==> config.mk <==
export PLATFORM = sky130hd
export DESIGN_NAME = draw_sprite
export DESIGN_NICKNAME = d
export VERILOG_FILES = /design/src/rtl/draw_sprite.sv
export SDC_FILE = /design/constraint.sdc
export NUM_CORES = 1
export LEC_CHECK = 0
export BUFFER_PORTS_ARGS = -buffer_cell sky130_fd_sc_hd__clkbuf_2
export CAP_MARGIN = 20
export CORE_MARGIN = 2
export CORE_UTILIZATION = 50
export CTS_CLUSTER_DIAMETER = 40
export DETAILED_ROUTE_END_ITERATION = 8
export GPL_TIMING_DRIVEN = 0
export PLACE_DENSITY = 0.76
export SYNTH_ARGS = -nofsm -noshare
export SYNTH_HDL_FRONTEND = slang
export SYNTH_SLANG_ARGS = --single-unit
export TNS_END_PERCENT = 50
==> constraint.sdc <==
create_clock -name clk -period 1.9 [get_ports clk]
set_input_delay 0.19 -clock clk [delete_from_list [all_inputs] [get_ports clk]]
set_output_delay 0.19 -clock clk [all_outputs]
set_load 0.01 [all_outputs]
==> src/rtl/draw_sprite.sv <==
// draw_sprite: ROM-to-framebuffer blitter with screen clipping,
// colour-key transparency, frame base address and ROM latency.
module draw_sprite #(
  parameter int IMG_W       = 160,
  parameter int IMG_H       = 120,
  parameter int SCREEN_W    = 160,
  parameter int SCREEN_H    = 120,
  parameter int X_BITS      = 8,
  parameter int Y_BITS      = 7,
  parameter int COLOR_BITS  = 3,
  parameter int ADDR_BITS   = 15,
  parameter int ROM_LATENCY = 1,
  parameter int KEY_EN      = 0,
  parameter int KEY_COLOR   = 0
) (
  input  logic                  clk,
  input  logic                  resetn,
  input  logic                  begin_draw,
  input  logic [X_BITS-1:0]     x_origin,
  input  logic [Y_BITS-1:0]     y_origin,
  input  logic [ADDR_BITS-1:0]  base_addr,
  input  logic [COLOR_BITS-1:0] rom_data,
  output logic [ADDR_BITS-1:0]  rom_addr,
  output logic [X_BITS-1:0]     x,
  output logic [Y_BITS-1:0]     y,
  output logic [COLOR_BITS-1:0] color,
  output logic                  drawEn,
  output logic                  busy,
  output logic                  done
);

  localparam int CW = (IMG_W > 1) ? $clog2(IMG_W) : 1;
  localparam int RW = (IMG_H > 1) ? $clog2(IMG_H) : 1;
  localparam int LW = (ROM_LATENCY > 1) ? $clog2(ROM_LATENCY) : 1;
  localparam int XS = X_BITS + 1;
  localparam int YS = Y_BITS + 1;

  localparam logic [CW-1:0] C_LAST = CW'(IMG_W - 1);
  localparam logic [RW-1:0] R_LAST = RW'(IMG_H - 1);
  localparam logic [LW-1:0] L_LAST = LW'(ROM_LATENCY - 1);
  localparam logic [XS-1:0] X_LIM  = XS'(SCREEN_W);
  localparam logic [YS-1:0] Y_LIM  = YS'(SCREEN_H);
  localparam logic [COLOR_BITS-1:0] KEY_C = COLOR_BITS'(KEY_COLOR);
  localparam bit KEY_ON = (KEY_EN != 0);

  typedef enum logic [2:0] {
    S_IDLE,
    S_LOAD,
    S_FETCH,
    S_WAIT,
    S_PLOT,
    S_DONE
  } state_t;

  state_t                r_state;
  logic [X_BITS-1:0]     r_xo;
  logic [Y_BITS-1:0]     r_yo;
  logic [CW-1:0]         r_col;
  logic [RW-1:0]         r_row;
  logic [LW-1:0]         r_lat;
  logic [ADDR_BITS-1:0]  r_addr;
  logic [X_BITS-1:0]     r_x;
  logic [Y_BITS-1:0]     r_y;
  logic [COLOR_BITS-1:0] r_color;
  logic                  r_draw;
  logic                  r_busy;
  logic                  r_done;

  // One extra bit so an origin near the top wraps into clipping.
  logic [XS-1:0] w_xs;
  logic [YS-1:0] w_ys;
  logic          w_vis;

  assign w_xs  = {1'b0, r_xo} + XS'(r_col);
  assign w_ys  = {1'b0, r_yo} + YS'(r_row);
  assign w_vis = (w_xs < X_LIM) && (w_ys < Y_LIM) &&
                 !(KEY_ON && (rom_data == KEY_C));

  always_ff @(posedge clk or negedge resetn) begin
    if (!resetn) begin
      r_state <= S_IDLE;
      r_xo    <= '0;
      r_yo    <= '0;
      r_col   <= '0;
      r_row   <= '0;
      r_lat   <= '0;
      r_addr  <= '0;
      r_x     <= '0;
      r_y     <= '0;
      r_color <= '0;
      r_draw  <= 1'b0;
      r_busy  <= 1'b0;
      r_done  <= 1'b0;
    end else begin
      r_draw <= 1'b0;
      unique case (r_state)
        S_IDLE: begin
          if (begin_draw) begin
            r_busy  <= 1'b1;
            r_state <= S_LOAD;
          end
        end
        S_LOAD: begin
          r_xo    <= x_origin;
          r_yo    <= y_origin;
          r_addr  <= base_addr;
          r_col   <= '0;
          r_row   <= '0;
          r_state <= S_FETCH;
        end
        S_FETCH: begin
          r_lat   <= '0;
          r_state <= S_WAIT;
        end
        S_WAIT: begin
          if (r_lat == L_LAST) begin
            r_color <= rom_data;
            r_x     <= w_xs[X_BITS-1:0];
            r_y     <= w_ys[Y_BITS-1:0];
            r_draw  <= w_vis;
            r_state <= S_PLOT;
          end else begin
            r_lat <= r_lat + LW'(1);
          end
        end
        S_PLOT: begin
          r_addr <= r_addr + ADDR_BITS'(1);
          if (r_col != C_LAST) begin
            r_col   <= r_col + CW'(1);
            r_state <= S_FETCH;
          end else if (r_row != R_LAST) begin
            r_col   <= '0;
            r_row   <= r_row + RW'(1);
            r_state <= S_FETCH;
          end else begin
            r_busy  <= 1'b0;
            r_done  <= 1'b1;
            r_state <= S_DONE;
          end
        end
        S_DONE: begin
          if (!begin_draw) begin
            r_done  <= 1'b0;
            r_state <= S_IDLE;
          end
        end
        default: r_state <= S_IDLE;
      endcase
    end
  end

  assign rom_addr = r_addr;
  assign x        = r_x;
  assign y        = r_y;
  assign color    = r_color;
  assign drawEn   = r_draw;
  assign busy     = r_busy;
  assign done     = r_done;

endmodule
* Word-level counts from Yosys, hierarchy flattened
Index checks and enable logic that the tools add are counted.
Word-level totals: logic and storage cells 73, output and inout bits 36, input port bits 36, flip-flop bits (word level) 70
Operators by class: magnitude comparators 2, reduce and logical (&&, ||, !) cells 12, equality and inequality tests 14, bitwise logic cells 1, mux-type cells 25, $add $sub $neg 6
Operators with widths (number):
- 15-bit case mux with 2 select lines | 1
- 3-bit case mux with 6 select lines | 1
- 8-bit 2-to-1 mux | 2
- 8-bit case mux with 2 select lines | 1
- 15-bit by 1-bit adder with 15-bit output (second input constant) | 1
- 3-bit 2-to-1 mux | 5
- 7-bit 2-to-1 mux | 2
- 7-bit case mux with 2 select lines | 1
- 2-bit inequality test (second input constant) | 6
- 8-bit by 8-bit adder with 9-bit output | 1
- 9-bit by 8-bit less-than comparator with 1-bit output (second input constant) | 1
- 1-bit 2-to-1 mux | 9
- 7-bit by 7-bit adder with 8-bit output | 1
- 8-bit by 1-bit adder with 8-bit output (second input constant) | 1
- 8-bit by 7-bit less-than comparator with 1-bit output (second input constant) | 1
- 8-bit inequality test (second input constant) | 1
- 4-bit AND reduction | 2
- 2-bit nonzero test | 4
- 7-bit by 1-bit adder with 7-bit output (second input constant) | 1
- 7-bit inequality test (second input constant) | 1
- 3-bit by 2-bit == test with 1-bit output (second input constant) | 2
- 3-bit == test (second input constant) | 2
- 1-bit case mux with 2 select lines | 3
- 3-bit AND reduction | 2
- other kinds (7) | 8

* Longest topological paths before layout
word-level depth 5, gate-level depth with buffers 8, gate-level depth less buffers 8

* Worst setup path before layout
Ideal clock, no wire load.
kind register to register, start reg r_state[1], end reg r_row[2], arrival 1.835 ns, library setup time 0.078 ns, stages on the path, launching flop included 8, path slack -0.013 ns, buffers on the path 2, data required time 1.822 ns, period minus slack after synthesis 1.913 ns, cells stage by stage dfrtp_1 buf_6 or3b_1 buf_6 a21o_4 a21o_1 or3_1 a21oi_1
Between the ends: longest elaborated chain between the ends 3, elaborated cells on any way between the ends 7, classes of those cells eq/ne: 4; mux: 1; reduce/logical: 2
Ends and longest elaborated chain:
- start: declaration | RTL line 55 | state_t r_state;
- start signal: assignment | RTL line 81 | r_state <= S_IDLE;
- start signal: assignment | RTL line 100 | r_state <= S_LOAD;
- start signal: assignment | RTL line 109 | r_state <= S_FETCH;
- 3-bit == test or 3-bit by 1-bit == test with 1-bit output (tied branches) | RTL line 96 | unique case (r_state)
- 2-bit inequality test (no source line) or 2-bit nonzero test (tied branches)
- 3-bit AND reduction (no source line)
- end signal: assignment | RTL line 133 | r_row <= r_row + RW'(1);
- end: declaration | RTL line 59 | logic [RW-1:0] r_row;
Several ways; a longest one is shown, not always the timed one. A chain may end at the register's enable or synchronous reset.

* Worst setup path after layout
start reg r_col[0], end reg r_draw (netlist: drawEn)
Between the ends: longest elaborated chain between the ends 5
Ends and longest elaborated chain:
- start: declaration | RTL line 58 | logic [CW-1:0] r_col;
- start signal: assignment | RTL line 129 | r_col <= r_col + CW'(1);
- 8-bit by 8-bit adder with 9-bit output | RTL line 74 | assign w_xs = {1'b0, r_xo} + XS'(r_col);
- 9-bit by 8-bit less-than comparator with 1-bit output | RTL line 76 | assign w_vis = (w_xs < X_LIM) && (w_ys < Y_LIM) &&
- 1-bit logical AND | RTL line 76
- 1-bit 2-to-1 mux | RTL line 116 | if (r_lat == L_LAST) begin
- 1-bit 2-to-1 mux | RTL line 96
- end signal: assignment | RTL line 120 | r_draw <= w_vis;
- end: declaration | RTL line 65 | logic r_draw;
Every way passes these cells.

==> results by stage <==
Status:
- The run finished, with violations left.
- The final reports fail on negative setup slack.

Global routing:
- The maximum number of pins on one net before global-route repair is 43.
- The number of antenna violations at the first check in global routing is 0.
- Global routing used 24.2% of the available tracks across all layers.
- The remaining global-route overflow is 0.
- The global-route wire length before repair is 16000 um.
- The via count of the first global-routing pass is 3346.

Timing:
- The highest attainable clock frequency is 511 MHz.
- The final critical-path required period is 1960 ps.
- The final number of max-transition violations came to 0.
- Setup violations remaining at the end of the flow were counted as 6.
- The worst slew margin relative to its limit is 59.4%.
- Clock skew on the completed layout was measured at 5.97 ps.
- At the pin with the least slew margin, the transition time is 609 ps.
- After layout, the worst path uses 103% of the clock period.
- The aggregate negative setup slack is -180 ps.
- The number of failing hold endpoints at the final stage is 0.
- The worst path setup slack after routing is -58.5 ps.
- Setup repair after global routing could not meet its margin everywhere.

Yosys:
- The predominant post-synthesis flop cell is sky130_fd_sc_hd__dfrtp_1.
- The warning count from the yosys run is 0.
- The synthesized netlist devotes 18.8% of its cell area to compound gates.
- By area, the combinational part of the netlist is dominated by simple AND/OR/NAND/NOR gates.
- The share of synthesized area in the top cell type comes to 46.0%.
- By area the synthesized netlist is led by sky130_fd_sc_hd__dfrtp_1 46%, sky130_fd_sc_hd__nand2_1 7.5%, sky130_fd_sc_hd__ha_1 6.0%.
- Summing the areas of all fa, ha and maj instances in the mapped netlist gives 7.06% of the synthesized area.
- The mean post-synth cell area is 9.49 um2.
- Counting distinct cell types in the post-synthesis netlist gives 58.
- The xor/xnor cell area share of the yosys netlist is 2.33%.
- The number of nets in the synthesized netlist is 452.
- The proportion of synthesized chip area in sequential cells is 46.0%.
- The mux share of post-synthesis cell area is 2.37%.
- After synthesis the netlist holds a flip-flop and latch count of 69.
- The cell area that synthesis handed to floorplanning was 3760 um2.
- After synthesis, the share of flip-flops with an asynchronous set or reset is 100%.
- The gate count of the mapped netlist is 396.
- sky130_fd_sc_hd__dfrtp_1 takes more of the synthesized area than any other cell.
- The number of enable flip-flop cells after synthesis is 0.
- The share of synthesized cell area in and, or, nand and nor gates is 20.4%.

Power:
- Power spread over the standard cell area amounts to 1540 nW/um2.
- In this run the static leakage power is 2.25 nW.
- Across the VDD grid, the largest voltage drop is 0.000780 V.
- Summing internal, switching and leakage power gives 7.48 mW.

Clocking:
- The number of buffers on the longest clock path is 2.
- The H-tree depth is 3.
- The source-to-sink clock delay at the later pin of the worst-skew pair is 350 ps.
- Clock-pin slew was measured on the worst setup and hold paths at 80 ps.
- The number of clock buffers added by TritonCTS is 9.
- The cell sitting at the root of the clock tree is a sky130_fd_sc_hd__clkbuf_8.
- TritonCTS built the clock tree.
- The tree built by TritonCTS fans out to 69 sinks.

Worst setup path:
- The data required time at the worst endpoint is 2160 ps.
- The worst register-to-register path has a setup slack of -60 ps.
- The worst setup path is captured at a flop.
- For the worst setup path, the data arrival time is 2220 ps.
- Along the worst path, the maximum fanout reaches 3.
- The kind of critical path is flop to flop.
- STA classifies the critical path startpoint as a flop.

Die:
- The number of placement rows is 31.
- For this design the top-level I/O count stands at 72.
- In this run the vertical extent of the chip is 90.7 um.
- The starting density of the core is 51.8%.
- The floorplan core area is 7250 um2.
- The die area is 8220 um2.
- The die is 90.7 um wide.

Place:
- The post-placement setup slack is -464 ps.
- The detailed placement HPWL is 6530 um.
- After detailed placement, the design holds a cell count of 567.
- The congestion estimate from routability-driven global placement came to 0.842.
- Buffers placed on the I/O ports in this run total 71.

Finish:
- The synthesis-to-finish area growth is 29.3%.
- The fraction of final layout cells with drive strength greater than 1 is 34.3%.
- Once layout is complete, the cells apart from fillers number 598.
- Counting the fill cells in the layout gives 579.
- The repair_antennas step left the layout with diodes totalling 0.
- The final layout net count is 550.

Drt:
- Dividing the detail-routed wire length by the instance count gives 17.0 um.
- For this run, design rule violations remaining after detail routing come to 0.
- The total number of vias is 3509.
- The iteration count of the initial detailed-routing pass is 4.
- The routed via count divided by cell count is 5.87.
- The total wire length is 10100 um.
- The starting DRC count in detailed routing is 238.
- The antenna violation net count after detailed routing is 0.

Job:
- Across the run, the number of max-cap violations was 0.

Hold path:
- The path class of the lowest-slack min-delay path is primary input to flop.
## synthesized netlist by cell type (all sizes together) (6+ instances only)
cell and n:
a21oi 14, a21o 7, inv 9, o21ai 33
nor2 28, nand4 6, a211oi 13, nand2 75
clkbuf 12, dfrtp 69, xnor2 6, mux2 7
and3 7, a311oi 7, ha 18
## where the power goes
group          internal, mW  switching (mW)  leakage, nW
clock                 0.740           0.586        0.107
sequential             2.05           0.527        0.846
combinational          1.59            1.99         1.30
## cell usage in the layout (no fill, tap or decap), drive strengths merged, types with 6 or more instances in the layout
master / instances
a21oi: 14
nor2: 28
nand4: 6
buf: 22
clkbuf: 91
o21ai: 33
a211oi: 13
nand2: 75
mux2: 7
xnor2: 6
dfrtp: 69
a311oi: 7
ha: 18
and3: 7
inv: 10
a21o: 7
## per-layer routing
layer | vias to the layer above | GRT usage, % | wire [um] | part of all wire [%]
met4 | 0 | 8.59 | 164 | 1.6
met2 | 129 | 40.7 | 5110 | 50
met1 | 1734 | 31.1 | 4310 | 43
met5 | - | 0 | 0 | 0
met3 | 17 | 4.76 | 559 | 5.5
li1 | 1629 | - | - | -
## area by class of cell
type                            instances  area [um2]  share of cell area [%]
Multi-Input combinational cell        301        2150                    44.3
Sequential cell                        69        1730                    35.7
Timing Repair Buffer                   90         528                    10.9
Clock buffer                           10         128                    2.63
Tap cell                               99         124                    2.55
Clock inverter                          6        86.3                    1.78
Buffer                                 14        75.1                    1.55
Inverter                                9        33.8                   0.695
## final timing paths
| check | start | end | depth (start not counted) |
|---|---|---|---|
| worst max register to register | r_col[0] | drawEn | 8 |
| worst max-delay path | r_col[0] | drawEn | 8 |
| worst min-delay path | x_origin[4] | r_xo[4] | 3 |
| min in group asynchronous | resetn | color[2] | 2 |
| worst min register to register | y[2] | y[2] | 2 |
| max in group asynchronous | resetn | r_row[2] | 3 |
## through the flow
step / cell area (um2) / hold WS (ps) / util [%]
floorplan: 3760 / -106 / -
global placement: 4240 / 384 / 58.4
detailed placement: 4260 / 172 / 58.7
CTS: 4710 / 25.3 / 64.9
global route: 4860 / 34.2 / 67.0
finish: 4860 / 30.3 / 67.0
## worst max-delay path, cell delays in order (launching register included)
cell,delay (ps)
sky130_fd_sc_hd__dfrtp_1,420
sky130_fd_sc_hd__ha_4,180
sky130_fd_sc_hd__inv_2,50
sky130_fd_sc_hd__fa_2,390
sky130_fd_sc_hd__nor2b_2,170
sky130_fd_sc_hd__o31a_1,220
sky130_fd_sc_hd__o21a_1,190
sky130_fd_sc_hd__o21ai_1,60
sky130_fd_sc_hd__a211oi_1,200
## registers in the layout, summed over array words and instances (netlist names)
register	flops
busy	1
color	3
done	1
drawEn	1
r_col	8
r_row	7
r_state	3
r_xo	8
r_yo	7
rom_addr	15
x	8
y	7
## repair_timing
action | CTS | global route
endpoints found under the setup margin | 36 | 39
hold buffers | 1 | 0
hold endpoints to repair | 27 | 0
pin swaps | 11 | 19
gates resized for setup | 32 | 39
buffers inserted | 8 | 9
## kinds of logic (layout without fill, tap and decap cells)
kind of cell / count (synthesis) / after routing
compound gates: 104 / 104
xor+xnor: 10 / 10
fa+ha+maj: 20 / 20
buf+inv: 26 / 129
flops: 69 / 69
mux: 8 / 8
simple gates: 159 / 159
No activity file was read; power rests on OpenSTA's default activity.
